[src/rtl/intbus_arbiter.sv]
`timescale 1ns/1ps
// intbus_arbiter: N-master to 1-slave register-bus arbiter.
// Round-robin grant, one outstanding transaction, read timeout so that a
// silent slave cannot hang the bus.
// Optional statistics (tmo_cnt, grant_cnt, stat_clr) are built only when
// the macro INTBUS_ARB_STAT_EN is defined.
module intbus_arbiter #(
  parameter int N_MASTERS  = 4,
  parameter int ADDR_WIDTH = 16,
  parameter int DATA_WIDTH = 32,
  parameter int RD_TIMEOUT = 255,
  parameter logic [DATA_WIDTH-1:0] TIMEOUT_DATA = 32'hDEADBEEF,
  localparam int ID_W = $clog2(N_MASTERS)
) (
  input  logic                             clk,
  input  logic                             rst,
`ifdef INTBUS_ARB_STAT_EN
  input  logic                             stat_clr,
  output logic [15:0]                      tmo_cnt,
  output logic [N_MASTERS*16-1:0]          grant_cnt,
`endif
  input  logic [N_MASTERS-1:0]             m_wr,
  input  logic [N_MASTERS-1:0]             m_rd,
  input  logic [N_MASTERS*ADDR_WIDTH-1:0]  m_addr,
  input  logic [N_MASTERS*DATA_WIDTH-1:0]  m_wdata,
  output logic [N_MASTERS-1:0]             m_ack,
  output logic [DATA_WIDTH-1:0]            m_rdata,
  output logic                             m_tmo,
  output logic                             s_wr,
  output logic                             s_rd,
  output logic [ADDR_WIDTH-1:0]            s_addr,
  output logic [DATA_WIDTH-1:0]            s_wdata,
  input  logic [DATA_WIDTH-1:0]            s_rdata,
  input  logic                             s_rvalid,
  output logic                             busy,
  output logic [ID_W-1:0]                  grant_id
);

  typedef enum logic [2:0] {
    S_IDLE,
    S_WR,
    S_RD,
    S_WAIT,
    S_ACK
  } state_t;

  state_t state_q, state_d;

  logic [ID_W-1:0]       rr_ptr;
  logic [15:0]           wait_cnt;
  logic                  tmo_flag;
  logic                  timeout_hit;

  // Per-master views of the flattened address / write-data buses.
  logic [ADDR_WIDTH-1:0] addr_arr  [N_MASTERS];
  logic [DATA_WIDTH-1:0] wdata_arr [N_MASTERS];

  // Round-robin pick results.
  logic                  pick_valid;
  logic                  pick_wr;
  logic [ID_W-1:0]       pick_id;
  logic [ID_W-1:0]       scan_id;

  for (genvar g = 0; g < N_MASTERS; g++) begin : g_unpack
    assign addr_arr[g]  = m_addr[g*ADDR_WIDTH +: ADDR_WIDTH];
    assign wdata_arr[g] = m_wdata[g*DATA_WIDTH +: DATA_WIDTH];
  end

  assign timeout_hit = (wait_cnt == 16'(RD_TIMEOUT));

  // Round-robin search from rr_ptr upward with wrap; the nearest requester wins.
  always_comb begin
    // NOTE: every variable gets a default before any branch so no latch is inferred.
    pick_valid = 1'b0;
    pick_wr    = 1'b0;
    pick_id    = '0;
    scan_id    = '0;
    // Scan from the farthest candidate down so the nearest one overwrites last.
    for (int k = N_MASTERS - 1; k >= 0; k--) begin
      scan_id = ID_W'((int'(rr_ptr) + k) % N_MASTERS);
      if (m_wr[scan_id] || m_rd[scan_id]) begin
        pick_valid = 1'b1;
        pick_id    = scan_id;
        pick_wr    = m_wr[scan_id];
      end
    end
  end

  // FSM state register.
  always_ff @(posedge clk or posedge rst) begin
    // NOTE: sequential state uses non-blocking assignments so all flops update together.
    if (rst) state_q <= S_IDLE;
    else     state_q <= state_d;
  end

  // FSM next-state decode and state-derived strobes.
  always_comb begin
    state_d = state_q;
    s_wr    = 1'b0;
    s_rd    = 1'b0;
    m_ack   = '0;
    m_tmo   = 1'b0;
    busy    = (state_q != S_IDLE);
    unique case (state_q)
      S_IDLE: if (pick_valid) state_d = pick_wr ? S_WR : S_RD;
      S_WR: begin
        s_wr    = 1'b1;
        state_d = S_ACK;
      end
      S_RD: begin
        s_rd    = 1'b1;
        state_d = S_WAIT;
      end
      S_WAIT: if (s_rvalid || timeout_hit) state_d = S_ACK;
      S_ACK: begin
        m_ack   = N_MASTERS'(1) << grant_id;
        m_tmo   = tmo_flag;
        state_d = S_IDLE;
      end
      default: state_d = S_IDLE;
    endcase
  end

  // Datapath: grant capture, slave request registers, read wait and pointer update.
  always_ff @(posedge clk or posedge rst) begin
    if (rst) begin
      grant_id <= '0;
      s_addr   <= '0;
      s_wdata  <= '0;
      m_rdata  <= '0;
      rr_ptr   <= '0;
      wait_cnt <= '0;
      tmo_flag <= 1'b0;
    end else begin
      unique case (state_q)
        S_IDLE: begin
          if (pick_valid) begin
            grant_id <= pick_id;
            s_addr   <= addr_arr[pick_id];
            s_wdata  <= wdata_arr[pick_id];
            tmo_flag <= 1'b0;
          end
        end
        S_RD: wait_cnt <= '0;
        S_WAIT: begin
          // Data arriving on the last allowed cycle still wins over the timeout.
          if (s_rvalid) begin
            m_rdata <= s_rdata;
          end else if (timeout_hit) begin
            m_rdata  <= TIMEOUT_DATA;
            tmo_flag <= 1'b1;
          end else begin
            wait_cnt <= wait_cnt + 16'd1;
          end
        end
        S_ACK: begin
          // The master just served drops to lowest priority.
          rr_ptr <= (grant_id == ID_W'(N_MASTERS - 1)) ? '0 : grant_id + 1'b1;
        end
        default: ;
      endcase
    end
  end

`ifdef INTBUS_ARB_STAT_EN
  logic [15:0] grant_cnt_arr [N_MASTERS];

  // Saturating timeout and per-master completion counters; stat_clr wins.
  always_ff @(posedge clk or posedge rst) begin
    // NOTE: this small counter array is reset explicitly because software reads it
    // directly; a large storage array would normally be left unreset.
    if (rst) begin
      tmo_cnt <= '0;
      for (int i = 0; i < N_MASTERS; i++) grant_cnt_arr[i] <= '0;
    end else if (stat_clr) begin
      tmo_cnt <= '0;
      for (int i = 0; i < N_MASTERS; i++) grant_cnt_arr[i] <= '0;
    end else begin
      if (state_q == S_WAIT && !s_rvalid && timeout_hit && tmo_cnt != 16'hFFFF)
        tmo_cnt <= tmo_cnt + 16'd1;
      if (state_q == S_ACK && grant_cnt_arr[grant_id] != 16'hFFFF)
        grant_cnt_arr[grant_id] <= grant_cnt_arr[grant_id] + 16'd1;
    end
  end

  // Flatten the per-master counters onto the output bus.
  always_comb begin
    grant_cnt = '0;
    for (int i = 0; i < N_MASTERS; i++) grant_cnt[i*16 +: 16] = grant_cnt_arr[i];
  end
`else
  // Statistics disabled: no counters or extra ports are built.
`endif

endmodule

[config.mk]
export PLATFORM = sky130hd
export DESIGN_NAME = intbus_arbiter
export DESIGN_NICKNAME = d
export VERILOG_FILES = /design/src/rtl/intbus_arbiter.sv
export SDC_FILE = /design/constraint.sdc
export NUM_CORES = 1
export LEC_CHECK = 0
export ABC_AREA = 1
export CAP_MARGIN = 10
export CORE_MARGIN = 4
export CORE_UTILIZATION = 43
export CTS_BUF_LIST = sky130_fd_sc_hd__clkbuf_8 sky130_fd_sc_hd__clkbuf_16
export DETAILED_ROUTE_END_ITERATION = 12
export MAX_ROUTING_LAYER = met4
export PLACE_DENSITY = 0.83
export SLEW_MARGIN = 20
export SYNTH_ARGS = -nofsm -noshare
export SYNTH_HDL_FRONTEND = slang
export SYNTH_SLANG_ARGS = --single-unit
[constraint.sdc]
create_clock -name clk -period 3.9 [get_ports clk]
set_input_delay 0.78 -clock clk [delete_from_list [all_inputs] [get_ports clk]]
set_output_delay 0.78 -clock clk [all_outputs]
set_load 0.05 [all_outputs]
## After elaboration in Yosys (flattened, before gate mapping)

Index checks and enable logic that the tools add are counted.

- Output and inout bits: 90
- Logic and storage cells: 98
- Flip-flop bits (word level): 104
- Input bits: 235

- Reduce and logical (&&, ||, !) cells: 15
- Equality and inequality tests: 11
- Bitwise gates (word level): 1
- Order comparisons: 5
- Multiplexer cells: 52
- Shift-type cells: 1
- Add/subtract/negate cells: 5

Operators with widths:

| kind | count |
|---|---|
| 32-bit two-way mux | 4 |
| 32-bit binary-select mux with 2-bit select | 1 |
| 16-bit two-way mux | 4 |
| 16-bit binary-select mux with 2-bit select | 1 |
| 16-bit case mux with 2 select lines | 1 |
| 1-bit two-way mux | 22 |
| 16-bit by 1-bit adder with 16-bit output, second input constant | 1 |
| 1-bit binary-select mux with 2-bit select | 8 |
| 16-bit by 8-bit equality test with 1-bit output, second input constant | 1 |
| 2-bit by 3-bit less-than comparator with 1-bit output, second input constant | 4 |
| 2-bit two-way mux | 6 |
| 3-bit case mux with 4 select lines | 1 |
| 2-bit != test, second input constant | 5 |
| 3-bit by 2-bit equality test with 1-bit output, second input constant | 2 |
| 3-bit two-way mux | 2 |
| 2-bit AND reduction | 3 |
| 2-bit nonzero test | 3 |
| 1-bit logical OR | 5 |
| 2-bit by 1-bit adder with 2-bit output, second input constant | 2 |
| 2-bit adder, second input constant | 2 |
| 4-bit two-way mux | 1 |
| 4-bit AND reduction | 1 |
| 1-bit by 2-bit left shift with 4-bit output, first input constant | 1 |
| 3-bit by 1-bit equality test with 1-bit output, second input constant | 1 |
| 8 further kinds | 8 |

## Logic depth before layout (Yosys ltp)

Gate-level depths: netlist (run 1).

- Depth after elaboration: 12
- Depth in mapped cells: 18
- Depth with buffers taken out: 15

## Worst setup path before layout (run 1)

Ideal clock, no wire load.

- Path kind: reg2reg
- Start point: register state_q[0]
- End point: register wait_cnt[3]
- Required time: 3.722 ns
- Buffers on the path: 0
- Clock period less this slack: 2.410 ns
- Arrival time: 2.232 ns
- Setup time: 0.178 ns
- Stages on the path, launching flop included: 9
- Path slack: 1.490 ns
- Cells stage by stage: dfrtp_1 nor2_1 inv_1 nor2_1 inv_1 nand2_1 clkinv_1 nor3_1 nor3_1

- Longest elaborated chain between the ends: 3
- Elaborated cells between the ends (all ways): 7
- Classes of those cells: 4 x eq/ne; 1 x mux; 2 x reduce/logical

Ends and longest elaborated chain:

| item | RTL line | text |
|---|---|---|
| start: declaration | 47 | `state_t state_q, state_d;` |
| start signal: assignment | 93 | `else state_q <= state_d;` |
| 3-bit by 2-bit equality test with 1-bit output | 135 | `unique case (state_q)` |
| 2-bit != test (no source line) / 2-bit nonzero test (equally long branches) | - |  |
| 3-bit AND reduction (no source line) | - |  |
| end signal: assignment | 153 | `wait_cnt <= wait_cnt + 16'd1;` |
| end: declaration | 50 | `logic [15:0] wait_cnt;` |

Several ways; a longest one is shown, not always the timed one.
A chain may end at the register's enable or synchronous reset.

## Final worst setup path (run 1)

- Start point: register state_q[1]
- End point: output port m_ack[2]

- Longest elaborated chain between the ends: 2

Ends and longest elaborated chain:

| item | RTL line | text |
|---|---|---|
| 3-bit equality test | 104 | `unique case (state_q)` |
| 4-bit two-way mux | 104 |  |
| end: declaration | 26 | `output logic [N_MASTERS-1:0] m_ack,` |

Every way passes these cells.

==> results.md, run 1 <==
- CP Depth: 4
- CTS resizes: 0
- Worst slew pin tran: 772 ps
- DP HPWL: around 19000 um
- R2R Setup Slk: between 1000 and 1500 ps
- Mapped Cells: 1067
- Combinational share of power: between 70% and 80%
- Capture point of the worst path: m_ack[2]
- Critical path class: reg -> out
- DRC viols: 0
- Core Util, Final: roughly two thirds
- Final Hold Viols: 0
- Die area: around 0.019 sq mm
- Multi-input gate area: 0.00347 sq mm
- Total gr overflow: 0
- P_sw: a little over 0.005 W
- P&R area growth vs syn: 51.6%
- Clk root buf: clkbuf_16
- CTS clock-pin slew for the worst setup and hold paths: roughly 70 ps
- Syn nets: 1307
- Final Max Tran Viols: 0
- Vias in the first global route: 7437
- Max_slew headroom: 48.5%
- # port buffers: approximately 320
- Mean routed wirelength per cell: 15.5 um
- Crit-path cells: nor3_1, inv_1, nor2_1, clkdlybuf4s50_1
- Static leakage: ~5.4 nW
- Fin crit period: ~3200 ps
- Seq cells post-synth: 104
- Via density: slightly below 5
- Reg2Reg Depth: 14
- Pwr/cell area: just under 900 mW/mm^2
- Cell variety after synth: 32
- CTS Buffer Depth: 2
- Cell type of the slowest stage on the worst timing path: clkdlybuf4s50_1
- Internal Power: 0.00437 W
- R2r startpoint: rr_ptr[0]
- CTS H-tree lvls: 3
- Die Y: ~140 um
- R2r endpoint: s_wdata[21]
- MaxCap Viol Count: 0
- Synth warn: 0
- Worst path arrival time: about 2400 ps
- CP bufs+invs: 2
- FF+latch area: 0.00260 sq mm
- Starting Density: between 40% and 50%
- Clk pwr share: approximately a tenth
- Post-Route Setup TNS: 0 ps
- Rows: between 40 and 50
- Maximum vdd drop: between 0.0006 and 0.0007 V
- CTS Sinks: about 100
- TritonCTS buffer count: 9
- Type of origin of the critical path: flip-flop
- Worst path required time: 3120 ps
- Run status: finished, final reports clean
- Placeable Area: 0.0161 sq mm
- Crit path launch: state_q[1]
- Synthesized cell area: 0.00711 sq mm
- Worst path max stage delay: about 830 ps
- Setup Skew: 5.63 ps
- RSZ-0062 raised after global routing: false
- Pin count of the biggest net entering global routing: between 90 and 100
- Part of the cycle the worst path needs: around four fifths
- Mapped Avg Cell Area: between 6 and 7 sq um
- Antenna fix cells: 0
- Flop pwr share: ~20%
- Total track usage: between 20% and 30%
- Num ports: roughly 330
- Total vias in the final route: 7820
- Crit-path max FO: 5
- First-pass GRT wire length: about 37000 um
- Critical path endpoint category: output port
- DRT antenna net count: 0
- Setup Buffers After CTS: 0
- Layout cells sized above 1: between 3 and 4%
- CTS tree: built
- GPL Wtd Cong: roughly 0.92
- Pre-antenna DRT Iters: 5
- Iteration-0 DRC Markers: 470
- Setup violation total in the final timing report: 0
- CP delay by family, top: buffers and inverters
- Max Clk Rate: around 310 MHz
- Final setup margin: 723 ps
- Post-synthesis sequential area ratio: 36.6%
- Sw Ratio: 54.2%
- Hold Buf Count CTS: 0
- Final wirelength: roughly 24000 um
- Total Nets Final: approximately 1.6k
- Antenna violations before repair: 0
- Fillers: around 1.4k
- Overall power: 0.00955 W
- Hold Crit Class: reg -> reg
- Worst-Skew Late Latency: between 300 and 400 ps
- Setup WS pre-CTS: 728 ps
- Die width: approximately 140 um
## layout by cell type (no fill, tap or decap), types with 3 or more instances in the layout
cell / netlist / final
a21oi_1: 9 / 8
xor2_1: 8 / 8
nand2_1: 366 / 365
buf_12: 0 / 6
a22o_1: 8 / 8
ha_1: 5 / 5
nand2_2: 7 / 7
o31ai_1: 4 / 4
o21ai_0: 10 / 10
inv_2: 6 / 6
clkbuf_16: 0 / 9
nand3b_1: 47 / 47
dfrtp_1: 104 / 104
nand3_1: 172 / 171
nand2_4: 2 / 3
buf_4: 11 / 5
nor2_1: 31 / 31
inv_1: 181 / 181
clkdlybuf4s50_1: 0 / 324
nor3_1: 11 / 11
nand4_1: 3 / 3
o22a_1: 24 / 24
## per-layer routing
layer / up-vias / wire length [um] / global-route usage [%]
met5: - / 0 / -
met4: 0 / 670 / 8.34
met3: 42 / 2160 / 7.02
met2: 316 / 12100 / 44.7
met1: 3572 / 9420 / 30.0
li1: 3890 / - / -
## how the worst min path moves through the flow
stage | cells past startpoint | startpoint | endpoint
6_report | 2 | s_wdata[20] | s_wdata[20]
5_1_grt | 2 | s_wdata[21] | s_wdata[21]
2_1_floorplan | 1 | wait_cnt[5] | wait_cnt[5]
3_5_place_dp | 2 | s_wdata[21] | s_wdata[21]
3_3_place_gp | 2 | s_wdata[21] | s_wdata[21]
4_1_cts | 2 | s_wdata[21] | s_wdata[21]
## worst min-delay path, delay by kind of cell (launching register included)
| family | cells | cell delay (ps) |
|---|---|---|
| DFF | 1 | 340 |
| and+or+nand+nor | 2 | 100 |
## cells by family (layout without fill, tap and decap cells)
family / after synthesis / in the layout / share of synthesized area (%)
flops: 104 / 104 / 36.6
fa+ha+maj: 5 / 5 / 0.880
simple gates: 644 / 644 / 40.5
buf+inv: 247 / 540 / 14.9
xor+xnor: 8 / 8 / 0.986
compound gates: 59 / 59 / 6.07
## state kept, by name (all words and copies together), names as in the netlist
register,count
grant_id,2
s_addr,16
s_wdata,32
state_q,3
rr_ptr,2
tmo_flag,1
wait_cnt,16
m_rdata,32
## final cells by class
class / count / share of cell area, %
multi-input cells: 716 / 32.2
repair buffers: 335 / 31.5
clock inverters: 6 / 0.778
clock buffers: 10 / 2.22
flip-flops and latches: 104 / 24.1
well taps: 216 / 2.51
inverters: 189 / 6.60
## power by group through the flow
stage               combinational [W]  sequential, W  clock, W
global placement              0.00666        0.00186         0
floorplan                     0.00336        0.00326         0
detailed placement            0.00673        0.00187         0
CTS                           0.00674        0.00186   0.00100
finish                        0.00670        0.00186  0.000980
global route                  0.00736        0.00191   0.00105
## metrics by stage
stage / area (sq um) / hold slack (ps) / std cells
CTS: 10800 / 483 / 1576
global placement: 10500 / 461 / 1560
floorplan: 7110 / 476 / 1067
global route: 10800 / 499 / 1576
detailed placement: 10500 / 464 / 1560
finish: 10800 / 480 / 1576
## Yosys cell counts
cell type | n | share of area, %
a21oi_1 | 9 | 0.63
nand2_2 | 7 | 0.62
inv_1 | 181 | 9.6
a22o_1 | 8 | 0.99
nand2_4 | 2 | 0.32
clkinv_1 | 2 | 0.11
buf_6 | 8 | 1.3
o211ai_1 | 1 | 0.11
nand2_1 | 366 | 19
buf_2 | 25 | 1.8
clkbuf_1 | 10 | 0.53
nor2_2 | 1 | 0.088
nand3b_1 | 47 | 5.0
inv_2 | 6 | 0.32
buf_1 | 4 | 0.21
o22a_1 | 24 | 3.0
o31ai_1 | 4 | 0.42
o21ai_0 | 10 | 0.70
xor2_1 | 8 | 0.99
o21a_1 | 1 | 0.11
dfrtp_1 | 104 | 37
buf_4 | 11 | 1.2
nor2_4 | 1 | 0.16
nor3_1 | 11 | 0.77
a31oi_1 | 1 | 0.088
nand3_1 | 172 | 12
ha_1 | 5 | 0.88
and2_1 | 1 | 0.088
nor3b_1 | 2 | 0.21
o21ai_1 | 1 | 0.070
nand4_1 | 3 | 0.26
nor2_1 | 31 | 1.6
(Power assumes the default switching activity.)
==> inputs of run 2 (changes only) <==
clock period = 3 ns   (was 3.9 ns; I/O delays follow)
==> results.md, run 2 (same netlist as run 1, synthesis figures left out) <==
- CTS resizes: 0
- Type of origin of the critical path: flip-flop
- Total gr overflow: 0
- Antenna violations before repair: 0
- Final Max Tran Viols: 0
- Pin count of the biggest net entering global routing: between 100 and 150
- Fin crit period: around 2900 ps
- Worst hold start: s_wdata[5]
- DRC viols: 0
- CTS H-tree lvls: 3
- Rows: 46
- Placed Area: 0.0106 sq mm
- Num ports: 325
- MaxCap Viol Count: 0
- Clk root buf: clkbuf_16
- Crit-path max FO: 5
- Part of the cycle the worst path needs: between 90% and 100%
- Starting Density: approximately 44%
- Critical path endpoint category: output port
- Total track usage: about 27%
- First-pass GRT wire length: between 30000 and 40000 um
- Commonest non-fill, non-tap cell in the layout: nand2_1
- Post-Route Setup TNS: 0 ps
- CTS clock-pin slew for the worst setup and hold paths: around 70 ps
- Total Nets Final: 1607
- Total vias in the final route: roughly 7.9k
- Pre-antenna DRT Iters: 7
- Non-filler cells, final: 1588
- CTS Sinks: around 100
- Die area: ~0.019 sq mm
- Iteration-0 DRC Markers: approximately 470
- Dpl cells: approximately 1.6k
- Hold Crit Class: reg -> reg
- Largest registers: m_rdata x32, s_wdata x32
- Hold Path Cell Cnt: 2
- Final setup margin: around 110 ps
- R2r endpoint: s_wdata[13]
- P&R area growth vs syn: 53.1%
- Layout cells sized above 1: under 10%
- Most frequent cells in the layout: nand2_1 (365), clkdlybuf4s50_1 (324), inv_1 (180)
- Final Hold Viols: 0
- Hold Buf Count CTS: 0
- Reg2Reg Depth: 14
- DRT antenna net count: 0
- Mean routed wirelength per cell: ~16 um
- Max_slew headroom: 49.2%
- R2r startpoint: rr_ptr[0]
- Setup violation total in the final timing report: 0
- Worst Hold Path EP: s_wdata[5]
- Setup Buffers After CTS: 0
- Static leakage: 5.46 nW
- Maximum vdd drop: about 0.0007 V
- R2R Setup Slk: between 500 and 600 ps
- Fin area: around 0.011 sq mm
- Worst slew pin tran: about 760 ps
- Final wirelength: roughly 25000 um
- Max Clk Rate: between 300 and 400 MHz
- Via density: between 4 and 5
- CTS Buffer Depth: 2
- CTS tree: built
- Fillers: ~1.4k
- Worst-Skew Late Latency: about 360 ps
- Placeable Area: ~0.016 sq mm
- Die Y: roughly 140 um
- Setup WS pre-CTS: 276 ps
- RSZ-0062 raised after global routing: false
- Die width: about 140 um
- TritonCTS buffer count: 9
- Vias in the first global route: 7494
- Critical path class: reg -> out
- # port buffers: approximately 320
- Setup Skew: ~12 ps
- DP HPWL: around 20000 um
- Antenna fix cells: 0
- GPL Wtd Cong: slightly above 0.9
- Worst path required time: roughly 2400 ps
- Overall power: 0.0126 W
- Pwr/cell area: roughly 1200 mW/mm^2
- Run status: finished, final reports clean
- Worst path arrival time: approximately 2300 ps
run 2: worst max path at each step:
stage | startpoint | end | slack, ps | cells past startpoint
2_1_floorplan | state_q[0] | wait_cnt[3] | 590 | 8
3_3_place_gp | m_rd[2] | s_wdata[27] | 370 | 14
3_5_place_dp | m_rd[2] | s_wdata[17] | 280 | 14
4_1_cts | state_q[1] | m_ack[0] | 90 | 5
5_1_grt | state_q[1] | m_ack[0] | 4 | 5
6_report | state_q[1] | m_ack[0] | 110 | 5
run 2: area by class of cell:
type	instances	area [sq um]	area share, %
clock buffer	9	225	2.07
inverter	189	713	6.55
tap	216	270	2.48
clock inverter	7	85.1	0.782
sequential	104	2600	23.9
timing repair buffer	347	3520	32.3
multi-input combinational	716	3470	31.9
run 2: where the power goes:
group,internal [W],leakage [nW],total (W),switching [W]
Sequential,0.00202,1.28,0.00242,0.000399
Combinational,0.00308,4.02,0.00892,0.00584
Clock,0.000665,0.153,0.00125,0.000585
run 2: metrics by stage:
stage | hold WS [ps] | util [%]
2_1_floorplan | 476 | -
6_report | 483 | 67.8
5_1_grt | 502 | 67.8
4_1_cts | 483 | 67.8
3_3_place_gp | 462 | 65.8
3_5_place_dp | 464 | 65.8
run 2: worst max-delay path, stage by stage, from the launching register on:
cell	delay (ps)
dfrtp_1	410
nor3_1	240
buf_4	170
inv_1	80
nor2_1	190
clkdlybuf4s50_1	840
run 2: per-layer routing:
layer	vias to the layer above	GRT usage, %	part of all wire, %
met1	3597	31.7	40
met2	328	43.2	48
met5	-	-	0
li1	3922	-	-
met3	58	7.72	9.0
met4	0	11.1	3.9
==> inputs of run 3 (changes only) <==
CTS_CLUSTER_DIAMETER = 60   (was unset)
==> results of run 3 <==
No change in the layout: final DEF, timing and power equal those of run 2.
